==> config.mk <==
export PLATFORM = sky130hd
export DESIGN_NAME = ncl_dualrail_rx
export DESIGN_NICKNAME = d
export VERILOG_FILES = /design/src/rtl/ncl_dualrail_rx.sv
export SDC_FILE = /design/constraint.sdc
export NUM_CORES = 1
export LEC_CHECK = 0
export ABC_AREA = 1
export CORE_UTILIZATION = 60
export CTS_CLUSTER_DIAMETER = 60
export DETAILED_ROUTE_END_ITERATION = 7
export DONT_BUFFER_PORTS = 1
export GPL_ROUTABILITY_DRIVEN = 0
export PLACE_DENSITY = 0.76
export RECOVER_POWER = 25
export SLEW_MARGIN = 0
export SYNTH_ARGS = -nofsm -noshare
export SYNTH_HDL_FRONTEND = slang
export SYNTH_SLANG_ARGS = --single-unit
export TNS_END_PERCENT = 50
==> constraint.sdc <==
create_clock -name clk -period 2.7 [get_ports clk]
set_clock_uncertainty 0.1 [all_clocks]
set_input_delay 0.54 -clock clk [delete_from_list [all_inputs] [get_ports clk]]
set_output_delay 0.54 -clock clk [all_outputs]
set_load 0.01 [all_outputs]
==> src/rtl/ncl_dualrail_rx.sv <==
// Clocked consumer for an NCL dual-rail pipeline: completes DATA/NULL handshakes via ko
// and presents each decoded DATA wavefront on a valid/ready port. Optional NCL_RX_ERRCHK_EN adds a sticky illegal-code flag.
module ncl_dualrail_rx #(
    parameter int WIDTH = 32
) (
    input  logic             clk,
    input  logic             init,
    input  logic [WIDTH-1:0] rail1,
    input  logic [WIDTH-1:0] rail0,
    output logic             ko,
    output logic [WIDTH-1:0] out_word,
    output logic             out_valid,
    input  logic             out_ready,
    output logic             err
);

    typedef enum logic {
        WAIT_DATA = 1'b0,
        WAIT_NULL = 1'b1
    } state_t;

    logic [WIDTH-1:0] dig_data;
    logic [WIDTH-1:0] dig_null;
    logic             all_data;
    logic             all_null;

    generate
        for (genvar gi = 0; gi < WIDTH; gi++) begin : g_detect
            assign dig_data[gi] = rail1[gi] ^ rail0[gi];
            assign dig_null[gi] = ~(rail1[gi] | rail0[gi]);
        end
    endgenerate

    assign all_data = &dig_data;
    assign all_null = &dig_null;

    // Only the completion flags cross into this domain; the rails themselves are
    // held stable by the NCL handshake until ko rises, so they are sampled directly.
    logic [1:0] data_sync_q;
    logic [1:0] null_sync_q;
    logic       data_s;
    logic       null_s;

    always_ff @(posedge clk or posedge init) begin
        if (init) begin
            data_sync_q <= 2'b00;
            null_sync_q <= 2'b00;
        end else begin
            data_sync_q <= {data_sync_q[0], all_data};
            null_sync_q <= {null_sync_q[0], all_null};
        end
    end

    assign data_s = data_sync_q[1];
    assign null_s = null_sync_q[1];

    state_t           state_q, state_d;
    logic             ko_q, ko_d;
    logic             out_valid_q, out_valid_d;
    logic [WIDTH-1:0] out_word_q, out_word_d;
    logic             buf_free;
    logic             capture;

    assign buf_free = ~out_valid_q | out_ready;

    always_comb begin
        state_d     = state_q;
        ko_d        = ko_q;
        capture     = 1'b0;
        case (state_q)
            WAIT_DATA: begin
                // Withholding ko while the buffer is full back-pressures upstream.
                if (data_s && buf_free) begin
                    capture = 1'b1;
                    state_d = WAIT_NULL;
                    ko_d    = 1'b1;
                end
            end
            WAIT_NULL: begin
                if (null_s) begin
                    state_d = WAIT_DATA;
                    ko_d    = 1'b0;
                end
            end
            default: begin
                state_d = WAIT_DATA;
                ko_d    = 1'b0;
            end
        endcase

        out_word_d  = out_word_q;
        out_valid_d = out_valid_q;
        if (capture) begin
            out_word_d  = rail1;
            out_valid_d = 1'b1;
        end else if (out_valid_q && out_ready) begin
            out_valid_d = 1'b0;
        end
    end

    always_ff @(posedge clk or posedge init) begin
        if (init) begin
            state_q     <= WAIT_DATA;
            ko_q        <= 1'b0;
            out_valid_q <= 1'b0;
            out_word_q  <= '0;
        end else begin
            state_q     <= state_d;
            ko_q        <= ko_d;
            out_valid_q <= out_valid_d;
            out_word_q  <= out_word_d;
        end
    end

    assign ko        = ko_q;
    assign out_valid = out_valid_q;
    assign out_word  = out_word_q;

`ifdef NCL_RX_ERRCHK_EN
    logic [WIDTH-1:0] dig_illegal;
    logic             any_illegal;
    logic [1:0]       illegal_sync_q;
    logic             err_q;

    generate
        for (genvar gi = 0; gi < WIDTH; gi++) begin : g_illegal
            assign dig_illegal[gi] = rail1[gi] & rail0[gi];
        end
    endgenerate

    assign any_illegal = |dig_illegal;

    always_ff @(posedge clk or posedge init) begin
        if (init) begin
            illegal_sync_q <= 2'b00;
            err_q          <= 1'b0;
        end else begin
            illegal_sync_q <= {illegal_sync_q[0], any_illegal};
            err_q          <= err_q | illegal_sync_q[1];
        end
    end

    // Flag is visible as soon as the synchronized pulse appears, then held by err_q.
    assign err = err_q | illegal_sync_q[1];
`else
    assign err = 1'b0;
`endif

endmodule
== Yosys cells after proc, flatten, opt, wreduce, memory -nomap -nowiden ==
Index checks and enable logic that the tools add are counted.
Storage, ports and cells
  register bits: 39
  input bits: 67
  output and inout port bits: 35
  logic and storage cells: 122
Cells by class
  eq/ne operators: 2
  muxes and demuxes: 9
  bitwise operators: 99
  reduce and logical (&&, ||, !) cells: 6
Operator list (number)
  AND reduction 32 bit: 2
  NOT 1 bit: 34
  OR 1 bit: 33
  XOR 1 bit: 32
  two-way mux 1 bit: 7
  inequality test 2 bit (second input constant): 2
  case mux 1 bit (2 select lines): 2
  logical AND 1 bit: 2
  AND reduction 2 bit: 1
  nonzero test 2 bit: 1

== Longest topological paths before layout ==
Gate-level depths: netlist (run 1).
  depth in word-level cells: 6
  mapped depth: 8

== Least setup slack after synthesis (run 1) ==
OpenSTA, ideal clock, no wires.
  path type: in2reg
  start: input rail1[31]
  end: register data_sync_q[0]
  arrival: 1.181 ns
  data required time: 2.529 ns
  slack: 1.348 ns
  stages on the path: 8
  buffers on the path: 0
  cells stage by stage: inv_1 ha_1 nand2_1 inv_1 nand2_1 nor2_1 nand2_1 nor2_1
Between the ends
  cells in the longest elaborated chain, start to end: 2
RTL lines
  start: declaration: line 8  | input logic [WIDTH-1:0] rail1,
  XOR 1 bit: line 29  | assign dig_data[gi] = rail1[gi] ^ rail0[gi];
  AND reduction 32 bit: line 34  | assign all_data = &dig_data;
  net all_data: line 24  | logic all_data;
  end signal: assignment: line 49  | data_sync_q <= {data_sync_q[0], all_data};
  end: declaration: line 39  | logic [1:0] data_sync_q;
The timed path passes the listed nets, and every way through them passes these cells.
A chain may end at the register's enable or synchronous reset.

== Worst setup path in the final report (run 1) ==
  start: register out_word_q[17], in the netlist out_word[17]
  end: output out_word[17]
RTL lines
  start: declaration: line 60  | logic [WIDTH-1:0] out_word_q, out_word_d;
  start signal: assignment: line 111  | out_word_q <= out_word_d;
  end: declaration: line 11  | output logic [WIDTH-1:0] out_word,
No word-level cell between the ends.

==> out/qor.csv, run 1 <==
metric,value,unit
post-cts-setup-buffers,0,
regToRegSetupSlack,1.44,ns
clock_sinks,39,
crit_required,2.06,ns
cp-endpoint,out_word[17],
antenna_left,0,
critPathCaptureType,output pin,
synth_seq_cells,39,
initial_core_util,62.4,%
post_cts_resized,0,
h-tree-depth,2,
cts_inserted_buffers,5,
hold_path_class,in2async,
dieWidth,63.7,um
period_needed,1.36,ns
grt_max_degree,36,
num_antenna_cells,0,
crit_path_start_kind,flop,
setup_ws,1.34,ns
hold_buffers,0,
avgSynthCellArea,8.16,sq um
ios,102,
drt_first_pass_iters,6,
dp.cells,323,
areaGrowthSynthToFinish,5.09,%
via_count,1649,
synthesis.area,2290,sq um
finalNetCount,381,
portBuffers,0,
r2r_end,state_q,
cts_max_path_buffers,2,
synth-seq-area-share,42.7,%
synth_cell_types,16,
clock.fmax,735,MHz
grt_pass1_wl,6980,um
dpl.hpwl,3290,um
cts-root-buf,clkbuf_8,
syn_inst,280,
outcome,"complete, no violations",
p_leak,1.48,nW
cp.depth,0,
drv_cap,0,
die_h,63.7,um
crit_start,out_word[17],
fin_setup_tns,0,ns
grt_usage,22.9,%
tightestPinTransition,0.909,ns
finalCritPeriodShare,50.4,%
cts.reportedPaths.clkPinSlew,0.07,ns
finalSetupViolCount,0,
dieArea,4060,sq um
hold_viol,0,
drive_above_1_share,6.01,%
grt_pass1_vias,1645,
tritoncts,done,
synth_largest_area_cell,dfrtp_1,
ys_warn_count,0,
syn_nets,379,
crit_type,reg2out,
slew_headroom,39.0,%
drc,0,
r2r-start,out_valid,
drt_wl_total,4140,um
yosys-top-cells-area,"dfrtp_1 (43%), ha_1 (18%), inv_1 (14%)",
via_per_inst,4.98,
crit_arrival,0.72,ns
place_ws,1.23,ns
antenna_found_initial,0,
wl_per_cell,12.5,um
peakVddDrop,0.000292,V
critPathMaxFanout,2,
clk_latency,0.29,ns
core_area,3660,sq um
grt_overflow,0,
final_cells,331,
slew_violations,0,
yosysTopAreaCellShare,42.7,%
drtIter0Drc,98,
reg2regPathDepth,4,
num_rows,22,
rsz0062_at_grt,false,
p_per_area,463,nW/um^2
[cell usage in the layout, fill, tap and decap left out, types with 5 or more instances in the layout]
master    synthesis  routed
nand4_1           8       8
o21ai_1          25      25
nand2_1          64      64
clkbuf_8          0       7
nor2_1           10      10
ha_1             32      32
inv_1            83      82
dfrtp_1          39      39
o21ai_2           5       5
[worst min path at each step]
stage / endpoint
3_5_place_dp: null_sync_q[1]
5_1_grt: ko
4_1_cts: out_valid
6_report: out_valid
2_1_floorplan: data_sync_q[1]
3_3_place_gp: null_sync_q[1]
[kinds of logic (layout without fill, tap and decap cells)]
logic type	after synthesis	after routing	share of synthesized area [%]
buffers and inverters	91	94	16.5
AO/OA/AOI/OAI	33	33	8.05
flip-flops	39	39	42.7
other	1	1	0.164
adder cells (fa/ha/maj)	32	32	17.5
AND/OR/NAND/NOR	84	84	15.1
[cell usage after synthesis]
cell type  number
buf_2           2
nor2_1         10
conb_1          1
clkbuf_1        1
inv_1          83
buf_4           1
dfrtp_1        39
o21ai_2         5
buf_6           4
o21ai_1        25
nand4_1         8
nand2_1        64
ha_1           32
o21ai_0         3
nand2_2         1
nand3_2         1
[layout make-up]
class / count / area, sq um
clock buffer: 8 / 100
timing repair buffer: 3 / 22.5
multi-input combinational: 150 / 932
sequential: 39 / 976
inverter: 83 / 312
tap: 48 / 60.1
fill: 343 / 1260
[where the power goes]
group          leakage [nW]  internal (W)        switching, W
logic                 0.895     0.0000371           0.0000651
clock network        0.0515      0.000233            0.000193
registers             0.535      0.000584  0.0000000000000187
[per-layer routing]
layer  wire length (um)  GRT usage, %  share of wire, %  vias to the layer above
li1                   -             -                 -                      838
met1               1790          26.6                43                      741
met2               2070          38.7                50                       65
met3                221          6.88               5.3                        5
met4                 64          9.66               1.5                        0
met5                  0             0                 0                        -
[sequential cells by signal, summed over array words and instances, names as in the netlist]
register	flops
ko	1
out_word	32
null_sync_q	2
out_valid	1
state_q	1
data_sync_q	2
[through the flow]
| step | area (sq um) | hold WS, ns | power, W | utilization [%] |
|---|---|---|---|---|
| final | 2400 | 0.119 | 0.00111 | 65.6 |
| after global routing | 2400 | 0.160 | 0.00118 | 65.6 |
| after CTS | 2400 | 0.145 | 0.00113 | 65.6 |
| after detailed placement | 2300 | 0.237 | 0.000698 | 62.9 |
| after global placement | 2300 | 0.233 | 0.000693 | 62.9 |
| after floorplan | 2290 | 0.231 | 0.000674 | - |
No activity file was read; power rests on OpenSTA's default activity.
==> run 2: changes to the inputs <==
--- a/config.mk
+++ b/config.mk
@@ -6,12 +6,12 @@
 export NUM_CORES = 1
 export LEC_CHECK = 0
 export ABC_AREA = 1
-export CORE_UTILIZATION = 60
+export CORE_UTILIZATION = 57
 export CTS_CLUSTER_DIAMETER = 60
 export DETAILED_ROUTE_END_ITERATION = 7
 export DONT_BUFFER_PORTS = 1
 export GPL_ROUTABILITY_DRIVEN = 0
-export PLACE_DENSITY = 0.76
+export PLACE_DENSITY = 0.75
 export RECOVER_POWER = 25
 export SLEW_MARGIN = 0
 export SYNTH_ARGS = -nofsm -noshare
==> constraint.sdc (replaced) <==
create_clock -name clk -period 1.1 [get_ports clk]
set_clock_uncertainty 0.1 [all_clocks]
set_input_delay 0.22 -clock clk [delete_from_list [all_inputs] [get_ports clk]]
set_output_delay 0.22 -clock clk [all_outputs]
set_load 0.01 [all_outputs]
==> out/qor.csv, run 2 (synthesis gave the netlist of run 1 again) <==
metric,value,unit
largest_reg_flops,32,
h-tree-depth,2,
areaGrowthSynthToFinish,21.7,%
grt_pass1_wl,7200,um
drive_above_1_share,9.52,%
switchingPower,0.000674,W
antenna_found_initial,0,
drt_first_pass_iters,4,
dieWidth,65.3,um
crit_required,0.78,ns
slew_violations,0,
violations,negative setup slack,
swShare,22.4,%
path_buf_inv,1,
p_clk_share,41.2,%
slowest_stage,dfrtp_1,
antenna_left,0,
p_per_area,1080,nW/um^2
via_per_inst,4.89,
drv_cap,0,
crit_path_start_kind,flop,
hold_path_class,in2reg,
peakVddDrop,0.000740,V
clock.fmax,875,MHz
p_int,0.00233,W
fin_area,2780,sq um
crit_start,out_valid,
grt_usage,22.7,%
rsz0062_at_grt,true,
crit_path_cell_trace,buf_4,
grt_pass1_vias,1705,
portBuffers,0,
critPathCaptureType,output pin,
dp.cells,327,
layout_commonest_cell,inv_1,
slowest_delay,0.39,ns
setup_ws,-0.0431,ns
grt_overflow,0,
cts-root-buf,clkbuf_8,
drtIter0Drc,79,
hold_viol,0,
dpl.hpwl,3240,um
combPwrFrac,11.1,%
cp.depth,1,
via_count,1776,
cp-endpoint,out_valid,
wl_per_cell,12.4,um
p_leak,1.64,nW
cts_max_path_buffers,2,
drc,0,
die_h,65.3,um
core_area,3740,sq um
grt_max_degree,40,
num_antenna_cells,0,
crit_arrival,0.82,ns
period_needed,1.14,ns
cts_inserted_buffers,5,
whs,0.00613,ns
final_cells,363,
r2r_end,out_word[29],
num_rows,22,
ios,102,
outcome,"finished, violations left",
initial_core_util,61.1,%
regToRegSetupSlack,-0.04,ns
final_cell_mix,"inv_1 (81), nand2_1 (58), dfrtp_1 (39), ha_1 (32), dlygate4sd3_1 (28)",
r2r-start,out_valid,
clk_latency,0.29,ns
tritoncts,done,
place_ws,-0.0533,ns
clock_sinks,39,
dieArea,4270,sq um
p_seq_share,47.7,%
dpl_cell_area,2370,sq um
reg2regPathDepth,5,
finalSetupViolCount,23,
drt_wl_total,4500,um
path_delay_family,flip-flops,
finalNetCount,413,
fin_setup_tns,-0.228,ns
cts.reportedPaths.clkPinSlew,0.07,ns
crit_type,reg2out,
finalCritPeriodShare,104,%
critPathMaxFanout,2,
-- run 2: changes by cell type in the layout (fill, tap and decap cells not counted), sizes merged --
cell	change
bufinv	+1
clkinvlp	+1
dlygate4sd3	+28
buf	+4
clkbuf	-2
-- run 2: timing repair --
item	4_1_cts	5_1_grt
cloned	0	0
hold buffers	28	0
hold endpoints to repair	66	0
resized for setup	7	2
setup buffers	0	0
pin swaps	0	0
setup endpoints to repair	33	34
-- run 2: per-stage QoR --
stage	power (W)	util, %
after floorplan	0.00166	-
after global placement	0.00172	63.4
after detailed placement	0.00173	63.4
after CTS	0.00304	74.5
after global routing	0.00315	74.3
final	0.00300	74.3
-- run 2: how the worst min path moves through the flow --
stage | from | endpoint | slack (ns) | cells past startpoint
final | rail1[29] | out_word[29] | 0.006 | 2
after global routing | rail1[8] | out_word[8] | 0.02 | 2
after CTS | rail1[29] | out_word[29] | 0.0007 | 2
after detailed placement | init | out_word[0] | 0.06 | 2
after global placement | init | out_word[22] | 0.05 | 2
after floorplan | init | data_sync_q[0] | 0.09 | 1
-- run 2: layout make-up --
type                            count  area, sq um
Multi-Input combinational cell    150          955
Fill cell                         298          962
Clock inverter                      2         35.0
Sequential cell                    39          976
Tap cell                           48         60.1
Timing Repair Buffer               35          358
Clock buffer                        6         82.6
Inverter                           83          315
-- run 2: power groups by stage --
stage	logic [W]	clock network (W)	registers (W)
6_report	0.000334	0.00124	0.00143
4_1_cts	0.000344	0.00127	0.00143
2_1_floorplan	0.000195	0	0.00146
3_5_place_dp	0.000266	0	0.00146
5_1_grt	0.000390	0.00133	0.00143
3_3_place_gp	0.000255	0	0.00146
-- run 2: metal layers --
metal / track usage, % / vias up / part of all wire (%)
met5: 0 / - / 0
li1: - / 904 / -
met2: 39.9 / 64 / 50
met4: 11.4 / 0 / 2.5
met1: 25.4 / 797 / 42
met3: 5.38 / 11 / 5.8
==> run 3: changes to the inputs <==
--- a/config.mk
+++ b/config.mk
@@ -6,6 +6,7 @@
 export NUM_CORES = 1
 export LEC_CHECK = 0
 export ABC_AREA = 1
+export CAP_MARGIN = 20
 export CORE_UTILIZATION = 57
 export CTS_CLUSTER_DIAMETER = 60
 export DETAILED_ROUTE_END_ITERATION = 7
==> results of run 3 <==
Same layout as run 2: the final DEF is identical, and so are final timing and power.
